==> config.mk <==
export PLATFORM = sky130hd
export DESIGN_NAME = i2c_word_tx
export DESIGN_NICKNAME = d
export VERILOG_FILES = /design/src/rtl/i2c_word_tx.sv
export SDC_FILE = /design/constraint.sdc
export NUM_CORES = 1
export LEC_CHECK = 0
export CAP_MARGIN = 20
export CELL_PAD_IN_SITES_DETAIL_PLACEMENT = 1
export CELL_PAD_IN_SITES_GLOBAL_PLACEMENT = 1
export CORE_MARGIN = 4
export CORE_UTILIZATION = 44
export DETAILED_ROUTE_END_ITERATION = 8
export DONT_BUFFER_PORTS = 1
export PLACE_DENSITY_LB_ADDON = 0.3
export SETUP_SLACK_MARGIN = 0.1
export SYNTH_ARGS = -nofsm -noshare
export SYNTH_HDL_FRONTEND = slang
export SYNTH_SLANG_ARGS = --single-unit
==> constraint.sdc <==
create_clock -name clk50 -period 1.4 [get_ports clk50]
set_input_delay 0.28 -clock clk50 [delete_from_list [all_inputs] [get_ports clk50]]
set_output_delay 0.28 -clock clk50 [all_outputs]
set_load 0.005 [all_outputs]
==> src/rtl/i2c_word_tx.sv <==
// rtl/i2c_word_tx.sv - I2C master that writes one 16-bit word to a fixed 7-bit slave address
module i2c_word_tx #(
  parameter int unsigned CLK_DIV  = 125,
  parameter logic [6:0]  DEV_ADDR = 7'h1A
) (
  input  logic        clk50,
  input  logic        reset_n,
  input  logic        start,
  input  logic [15:0] data,
  output logic        busy,
  output logic        done,
  output logic        ack_err,
  output logic        scl_oe,
  output logic        sda_oe,
  input  logic        sda_in
);

  localparam int unsigned   CW   = $clog2(CLK_DIV);
  localparam logic [CW-1:0] QMAX = CW'(CLK_DIV - 1);

  typedef enum logic [2:0] {
    S_IDLE,
    S_START,
    S_BIT,
    S_ACK,
    S_STOP,
    S_DONE
  } state_t;

  state_t        state_q, state_d;
  logic [CW-1:0] qcnt_q, qcnt_d;
  logic [1:0]    quarter_q, quarter_d;
  logic [2:0]    bit_q, bit_d;
  logic [1:0]    byte_q, byte_d;
  logic [23:0]   shift_q, shift_d;
  logic          ack_err_q, ack_err_d;
  logic          scl_oe_q, scl_oe_d;
  logic          sda_oe_q, sda_oe_d;
  logic          tick;
  logic          phase_end;

  // Next-state, quarter timing and bus-level decode for the current quarter
  always_comb begin
    state_d   = state_q;
    qcnt_d    = qcnt_q;
    quarter_d = quarter_q;
    bit_d     = bit_q;
    byte_d    = byte_q;
    shift_d   = shift_q;
    ack_err_d = ack_err_q;
    scl_oe_d  = 1'b0;
    sda_oe_d  = 1'b0;
    tick      = (qcnt_q == QMAX);
    phase_end = tick && (quarter_q == 2'd3);

    if (state_q != S_IDLE && state_q != S_DONE) begin
      qcnt_d = tick ? '0 : qcnt_q + 1'b1;
      if (tick) begin
        quarter_d = quarter_q + 2'd1;
      end
    end

    case (state_q)
      S_IDLE: begin
        if (start) begin
          state_d   = S_START;
          shift_d   = {DEV_ADDR, 1'b0, data};
          ack_err_d = 1'b0;
          qcnt_d    = '0;
          quarter_d = 2'd0;
          bit_d     = 3'd0;
          byte_d    = 2'd0;
        end
      end
      S_START: begin
        sda_oe_d = quarter_q[1];
        if (phase_end) begin
          state_d = S_BIT;
        end
      end
      S_BIT: begin
        scl_oe_d = ~quarter_q[1];
        sda_oe_d = ~shift_q[23];
        if (phase_end) begin
          shift_d = {shift_q[22:0], 1'b0};
          bit_d   = bit_q + 3'd1;
          if (bit_q == 3'd7) begin
            state_d = S_ACK;
          end
        end
      end
      S_ACK: begin
        scl_oe_d = ~quarter_q[1];
        if (tick && quarter_q == 2'd2 && sda_in) begin
          ack_err_d = 1'b1;
        end
        if (phase_end) begin
          // ack_err_q can only have been set by this slot, since it clears on acceptance
          if (ack_err_q || byte_q == 2'd2) begin
            state_d = S_STOP;
          end else begin
            state_d = S_BIT;
            byte_d  = byte_q + 2'd1;
          end
        end
      end
      S_STOP: begin
        scl_oe_d = (quarter_q == 2'd0);
        sda_oe_d = ~quarter_q[1];
        if (phase_end) begin
          state_d = S_DONE;
        end
      end
      S_DONE: begin
        state_d = S_IDLE;
      end
      default: begin
        state_d = S_IDLE;
      end
    endcase
  end

  // State and datapath registers; bus drivers are registered so SCL/SDA never glitch on decode
  always_ff @(posedge clk50) begin
    if (!reset_n) begin
      state_q   <= S_IDLE;
      qcnt_q    <= '0;
      quarter_q <= 2'd0;
      bit_q     <= 3'd0;
      byte_q    <= 2'd0;
      shift_q   <= 24'd0;
      ack_err_q <= 1'b0;
      scl_oe_q  <= 1'b0;
      sda_oe_q  <= 1'b0;
    end else begin
      state_q   <= state_d;
      qcnt_q    <= qcnt_d;
      quarter_q <= quarter_d;
      bit_q     <= bit_d;
      byte_q    <= byte_d;
      shift_q   <= shift_d;
      ack_err_q <= ack_err_d;
      scl_oe_q  <= scl_oe_d;
      sda_oe_q  <= sda_oe_d;
    end
  end

  assign busy    = (state_q != S_IDLE) && (state_q != S_DONE);
  assign done    = (state_q == S_DONE);
  assign ack_err = ack_err_q;
  assign scl_oe  = scl_oe_q;
  assign sda_oe  = sda_oe_q;

endmodule

==> metrics.txt, run 1 <==
commonest cells after routing, fill and taps aside=buf_4, dfxtp_1, nand2_1, mux2i_1, o21ai_1; Critical Path AT=1790 ps; fill cell count=568; Critical Path Sink Type=flip-flop; Root Driver=clkbuf_8; Routed Antenna Nets=0; cts bufs inserted=5; # setup viols final=35; Post-synth EDFFs=0; Detailed Route Iter0 Violations=81; Die H=between 80 and 90 µm; Ys Warns=0; First-pass DRT Iterations=4; worst hold slack=96.0 ps; worst-path fanout max=2; max cap viols=0; HPWL after DPL=~3800 µm; Cells after Synth=246; count of final max-slew check failures=0; fin crit share=1.11; antenna diode count=0; share of the synthesized area in the top cell type=0.381; commonest non-fill, non-tap cell in the layout=buf_4; Worst setup SP type=flip-flop; CTS tree=built; Netlist Area Pre-Place=2310 µm²; CP Class=reg -> reg; Reg area=~900 µm²; Period minus WS final=1550 ps; Synth area leader=dfxtp_1; nets@finish=314; Core Rows=26; met3 routed wirelength=387 µm; Die Width=80.5 µm; Max VDD drop=between 400 and 500 µV; Remaining DRCs=0; Clk Latency, worst-skew pair=300 ps; Netlist cell types=54; Routability Congestion=0.796; first-pass GRT wire length=10700 µm; H-tree levels=2; failing checks=negative setup slack; layout cells sized above 1=0.444; CORE AREA=5110 µm²; Hold WC Path Type=in -> reg; leak pwr=0.00122 µW; die area=between 6000 and 7000 µm²; initial antenna violation count=0; design area=around 3100 µm²; Seq cells post-synth=44; Post-Syn Nets=274; non-filler cells, final=approximately 360; Inst Count DP=roughly 330; Tightest Pin Transition=between 300 and 400 ps; setup_tns=-2710 ps; Longest Clk Path Bufs=2; buffers added on ports=0; vias=2127; Clock Pin Slew Worst Setup and Hold Paths=90 ps; Core Util, Final=0.612; slack of the critical path=-151 ps; Initial Util=0.453; pin count of the biggest net entering global routing=44; WL met1=3270 µm; top post-synthesis cells by area=dfxtp_1, mux2i_1, o211a_1; All-Layer GR Usage=0.213; WP data required=1640 ps; drt total wl=7850 µm; Pwr per Cell Area=~820 nW/µm²; WL/cell=22.1 µm; met2 WL=3980 µm; vias in the first global route=between 2000 and 2500; Top FF cell, synth=dfxtp_1; Slew headroom=0.753; clk sinks=44; P&R area growth vs syn=35.1%; synthesized area per cell=approximately 9.4 µm²; multi-input gate area in the final layout=1590 µm²; Ports=25; RSZ-0062 raised after global routing=true; status=finished with violations; skew final=6.23 ps; uppermost routed layer=met4; total gr overflow=0; final hold viol count=0; sequential share of the synthesized area=0.381; DR vias/cell=approximately 6.0; Post-Place Cell Area=~2600 µm²; FMAX=approximately 0.64 GHz; asr flop ratio synth=0
## critical path: stages (launching register included)
cell,delay (ps)
dfxtp_2,350
inv_2,50
ha_4,150
or2_4,260
nor4_4,280
mux2i_1,250
and2_1,160
## sequential cells by signal, summed over array words and instances, names as in the netlist
register	cells
quarter_q	2
qcnt_q	7
ack_err	1
shift_q	24
state_q	3
sda_oe	1
byte_q	2
bit_q	3
scl_oe	1
## synth_stat cells (2+ instances only)
master / number
o31ai_1: 2
nor3b_1: 3
buf_6: 7
ha_1: 8
inv_1: 5
a21boi_1: 2
nor2_1: 7
nand3b_1: 2
o211a_1: 15
nand2_1: 26
a21oi_1: 10
buf_4: 3
clkbuf_2: 2
a2bb2oi_1: 2
mux2i_1: 19
o221a_2: 3
buf_2: 2
o22ai_1: 6
nand3_1: 16
and3_1: 3
o21ai_0: 13
o21ai_1: 7
dfxtp_1: 44
and2_1: 3
clkbuf_1: 7
## metal layers
metal | global-route usage | vias to the layer above
met1 | 0.268 | 1057
met5 | 0 | -
met2 | 0.362 | 63
met3 | 0.0504 | 23
met4 | 0.0591 | 0
li1 | - | 984
## metrics by stage
| stage | worst slack, ps | power (µW) |
|---|---|---|
| 2_1_floorplan | -54.8 | 1610 |
| 3_3_place_gp | -115 | 1650 |
| 3_5_place_dp | -176 | 1660 |
| 4_1_cts | -61.9 | 2470 |
| 5_1_grt | -234 | 2670 |
| 6_report | -151 | 2570 |
## area by class of cell
type,instances,share of cell area
Multi-Input combinational cell,180,0.508
Inverter,6,0.00800
Timing Repair Buffer,49,0.141
Sequential cell,44,0.289
Clock inverter,2,0.00400
Tap cell,70,0.0280
Clock buffer,5,0.0220
## power breakdown
part	switching, µW	internal, µW	total, µW
Clock	449	338	788
Combinational	224	200	424
Sequential	44.5	1310	1350
Total	718	1850	2570
## path summary, 6_finish.rpt
check / startpoint / endpoint / slack (ps) / cells past startpoint
hold / removal: reset_n / sda_oe / 100 / 1
hold reg to reg: shift_q[0] / shift_q[0] / 490 / 2
setup / recovery: byte_q[0] / byte_q[0] / -150 / 6
setup reg to reg: byte_q[0] / byte_q[0] / -150 / 6
## cell families (layout without fill, tap and decap cells)
group,after synthesis,in the layout,share of synthesized area
AO/OA/AOI/OAI,66,66,0.205
flip-flops,44,44,0.381
AND/OR/NAND/NOR,80,85,0.207
XOR/XNOR,1,1,0.00378
multiplexers,20,20,0.0870
buffers and inverters,27,62,0.0735
adder cells (fa/ha/maj),8,8,0.0432
## what timing repair did
item,CTS,global route
resized for setup,39,49
endpoints found under the setup margin,44,44
hold buffers,0,0
setup buffers,6,9
cloned,4,2
pin swaps,19,22
No activity file was read; power rests on OpenSTA's default activity.
==> inputs of run 2 (changes only) <==
- CORE_UTILIZATION: 44 -> 48
- clock period: 1.4 -> 1.6 ns (I/O delays scaled with it)
==> metrics.txt, run 2 (synthesized netlist as in run 1, its figures left out) <==
status=finished clean; met1 Use GR=0.265; Cell Int Power=1620 µW; worst-path fanout max=8; Core Rows=25; Die Width=77.4 µm; final hold viol count=0; reg2reg path depth=5; Detailed Route Iter0 Violations=139; Tot Pwr=~2200 µW; sequential power share=0.531; Period minus WS final=about 1600 ps; Tightest Pin Transition=between 300 and 400 ps; fill cell count=around 530; r2r endpoint=byte_q[1]; pin count of the biggest net entering global routing=44; Slew headroom=0.743; worst hold slack=155 ps; Clock power frac=0.342; Hold WC Path Type=in -> reg; crit path from=state_q[2]; DR vias/cell=6.31; Die H=77.4 µm; flop2flop setup slack=10 ps; antenna diode count=0; vias=2064; CTS tree=built; FMAX=0.629 GHz; non-filler cells, final=327; CORE AREA=4690 µm²; vias in the first global route=roughly 2000; Reg area=905 µm²; die area=between 5000 and 6000 µm²; P&R area growth vs syn=22.8%; First-pass DRT Iterations=4; Most flops, register=shift_q; sw frac=0.275; cts bufs inserted=5; RSZ-0062 raised after global routing=true; fin crit share=0.994; leak pwr=0.00115 µW; Clk Latency, worst-skew pair=300 ps; routing usage on met2=0.352; Worst setup SP type=flip-flop; drt total wl=between 7000 and 8000 µm; clk sinks=44; first-pass GRT wire length=10000 µm; multi-input gate area in the final layout=1370 µm²; initial antenna violation count=0; WP data required=1830 ps; Clock Pin Slew Worst Setup and Hold Paths=100 ps; Pwr per Cell Area=784 nW/µm²; Root Driver=clkbuf_8; Max VDD drop=587 µV; Longest Clk Path Bufs=2; max reg flops=24; Ports=25; count of final max-slew check failures=0; met3 Usage GRT=0.0360; commonest cells after routing, fill and taps aside=dfxtp_1, buf_4, nand2_1, mux2i_1; Most Crowded Layer GR=met2; buffers added on ports=0; WL/cell=22.1 µm; total gr overflow=0; slack of the critical path=10.1 ps; All-Layer GR Usage=0.208; Routed Antenna Nets=0; combinational fraction of design power=0.127; Place WS=about 49 ps; CP Class=reg -> reg; sw power=612 µW; skew final=12.6 ps; Remaining DRCs=0; max cap viols=0; Initial Util=0.493; # setup viols final=0; HPWL after DPL=3560 µm; layout cells sized above 1=0.322; Reg2Reg Launch Point=state_q[2]; H-tree levels=2; Critical Path Sink Type=flip-flop; commonest non-fill, non-tap cell in the layout=dfxtp_1; biggest regs=shift_q: 24 flops, qcnt_q: 7 flops; Critical Path Sink=byte_q[1]; Critical Path AT=between 1500 and 2000 ps; Inst Count DP=301; nets@finish=300; Routability Congestion=0.749
[run 2: changes by cell type in the layout (fill, tap and decap cells not counted), moves of 5 or more]
cell	delta
o21ai_1	-5
o21ai_0	+5
ha_4	-5
a21oi_2	-5
buf_4	-6
a21oi_1	+5
buf_6	-7
[run 2: critical path, stage by stage, from the launching register on]
cell and delay (ps):
dfxtp_4 390, buf_8 140, nand3b_1 250, nor4_4 310, mux2i_1 270, and2_1 180
[run 2: how the worst min path moves through the flow]
stage	from	endpoint	slack [ps]	cells past startpoint
after floorplan	shift_q[0]	shift_q[0]	440	2
after global placement	shift_q[0]	shift_q[0]	450	2
after detailed placement	reset_n	ack_err	450	1
after CTS	reset_n	shift_q[13]	140	1
after global routing	reset_n	shift_q[14]	130	1
final	reset_n	shift_q[21]	150	1
[run 2: final cells by class]
| class | instances | share of cell area |
|---|---|---|
| repair buffers | 39 | 0.134 |
| well taps | 54 | 0.0238 |
| flip-flops and latches | 44 | 0.318 |
| clock inverters | 2 | 0.00528 |
| multi-input cells | 176 | 0.480 |
| inverters | 6 | 0.00881 |
| clock buffers | 6 | 0.0291 |
[run 2: repair_timing]
| item | CTS | global route |
|---|---|---|
| setup endpoints to repair | 17 | 34 |
| gates cloned | 0 | 2 |
| gates resized for setup | 26 | 19 |
| buffers inserted | 8 | 8 |
| pin swaps | 9 | 4 |
| hold buffers | 0 | 0 |
[run 2: metrics by stage]
step	TNS [ps]	instance area [µm²]	utilization
floorplan	0	2340	-
global placement	0	2450	0.523
detailed placement	0	2450	0.523
CTS	0	2700	0.574
global route	-119	2840	0.606
finish	0	2840	0.606
[run 2: power groups by stage]
stage	Clock, µW	Combinational (µW)	Sequential [µW]
floorplan	0	203	1200
global placement	0	223	1200
detailed placement	0	231	1210
CTS	772	253	1180
global route	826	306	1190
finish	763	283	1180
[run 2: metal layers]
layer / up-vias / wire length [µm]
li1: 947 / -
met1: 1051 / 3200
met2: 46 / 3590
met3: 20 / 206
met4: 0 / 223
met5: - / 0
==> inputs of run 3 (changes only) <==
- PLACE_DENSITY: not set -> 0.83
- PLACE_DENSITY_LB_ADDON: 0.3 -> not set
==> metrics.txt, run 3 (synthesized netlist as in run 1, its figures left out) <==
status=finished clean; drt total wl=6230 µm; die area=6000 µm²; non-filler cells, final=approximately 320; antenna diode count=0; crit path from=state_q[0]; Clock Pin Slew Worst Setup and Hold Paths=about 90 ps; CORE AREA=4690 µm²; DR vias/cell=6.13; vias in the first global route=between 1500 and 2000; initial antenna violation count=0; commonest cells after routing, fill and taps aside=dfxtp_1, nand2_1, buf_4, mux2i_1, nand3_1; commonest non-fill, non-tap cell in the layout=dfxtp_1; Max stage delay on crit path=390 ps; Pwr per Cell Area=~840 nW/µm²; Worst setup SP type=flip-flop; Critical Path Sink=bit_q[1]; Initial Util=0.493; r2r endpoint=bit_q[1]; Slew headroom=0.782; count of final max-slew check failures=0; WP data required=1800 ps; WL/cell=roughly 20 µm; CP Class=reg -> reg; total gr overflow=0; max cap viols=0; Inst Count DP=299; Period minus WS final=1540 ps; reg2reg path depth=6; max reg flops=24; Ports=25; CP Buf/Inv Count=2; Die Width=77.4 µm; layout cells sized above 1=0.274; worst-path fanout max=7; first-pass GRT wire length=9960 µm; Reg2Reg Launch Point=state_q[0]; CTS tree=built; RSZ-0062 raised after global routing=true; fill cell count=547; fin crit share=0.960; Post-Place Cell Area=2440 µm²; crit path cell chain=nor3b_4 > buf_4 > nand3_4 > buf_4 > nand3_1 > a21boi_1; Detailed Route Iter0 Violations=86; cts bufs inserted=5; CTS Hold Bufs=0; Root Driver=clkbuf_8; Routability Congestion=0.786; Die H=77.4 µm; biggest regs=shift_q: 24 flops, qcnt_q: 7 flops; # setup viols final=0; Longest Clk Path Bufs=2; most used cell, CP=buf_4; Most flops, register=shift_q; Critical Path AT=~1700 ps; cell count along the critical path=6; final hold viol count=0; vias=just under 2000; Critical Path Sink Type=flip-flop; clk sinks=44; Max VDD drop=513 µV; HPWL after DPL=around 3700 µm; Hold WC Path Type=in -> reg; nets@finish=290; First-pass DRT Iterations=4; Routed Antenna Nets=0; skew final=5.07 ps; FMAX=0.651 GHz; design area=2740 µm²; Core Rows=25; Crit path max-delay family=simple AND/OR/NAND/NOR gates; slowest cell on the critical path=dfxtp_4; Clk Latency, worst-skew pair=300 ps; leak pwr=0.00110 µW; pin count of the biggest net entering global routing=44; Remaining DRCs=0; Tightest Pin Transition=327 ps; hold path startpoint=reset_n; H-tree levels=2; P&R area growth vs syn=18.4%; buffers added on ports=0; All-Layer GR Usage=0.208; setup_tns=0 ps; flop2flop setup slack=60 ps
==> run 3: cell count changes in the layout (fill, tap and decap cells not counted), sizes merged <==
cell / change
bufinv: +1
buf: -9
clkbuf: -1
clkinvlp: -2
clkinv: +1
==> run 3: cell type report <==
class | instances | area [µm²] | area share
multi-input cells | 176 | 1360 | 0.497
flip-flops and latches | 44 | 896 | 0.327
repair buffers | 29 | 283 | 0.103
clock buffers | 6 | 72.6 | 0.0265
well taps | 54 | 67.6 | 0.0246
clock inverters | 2 | 35.0 | 0.0128
inverters | 6 | 25.0 | 0.00913
==> run 3: worst reg2reg max path: stages, from the launching register on <==
cell and delay [ps]:
dfxtp_4 390, nor3b_4 340, buf_4 190, nand3_4 160, buf_4 190, nand3_1 90, a21boi_1 70
==> run 3: through the flow <==
stage	setup WS [ps]	hold WS (ps)	total power [µW]	util
2_1_floorplan	114	436	1400	-
3_3_place_gp	76.2	446	1420	0.519
3_5_place_dp	-1.54	456	1430	0.519
4_1_cts	84.5	134	2300	0.566
5_1_grt	-27.8	127	2400	0.584
6_report	63.2	135	2300	0.584
==> run 3: worst min path at each step <==
stage,to,slack (ps),depth (start not counted)
finish,ack_err,140,1
global route,shift_q[7],130,1
CTS,ack_err,130,1
detailed placement,ack_err,460,1
global placement,shift_q[0],450,2
floorplan,shift_q[0],440,2
==> run 3: repair_timing <==
action | in CTS | in global routing
gates cloned | 0 | 1
hold endpoints to repair | 0 | 0
endpoints found under the setup margin | 42 | 36
gates resized for setup | 16 | 15
setup buffers | 4 | 5
pin swaps | 7 | 13
==> run 3: where the power goes <==
| group | switching (µW) | internal [µW] | total (µW) |
|---|---|---|---|
| clock network | 395 | 464 | 858 |
| registers | 35.5 | 1150 | 1180 |
| logic | 147 | 114 | 261 |
| total | 577 | 1720 | 2300 |
==> run 3: metal layers <==
layer / routed length (µm) / part of all wire / track usage / up-vias
li1: - / - / - / 936
met1: 2790 / 0.45 / 0.261 / 964
met2: 3040 / 0.49 / 0.332 / 33
met3: 262 / 0.042 / 0.0580 / 11
met4: 138 / 0.022 / 0.0907 / 0
met5: 0 / 0 / 0 / -
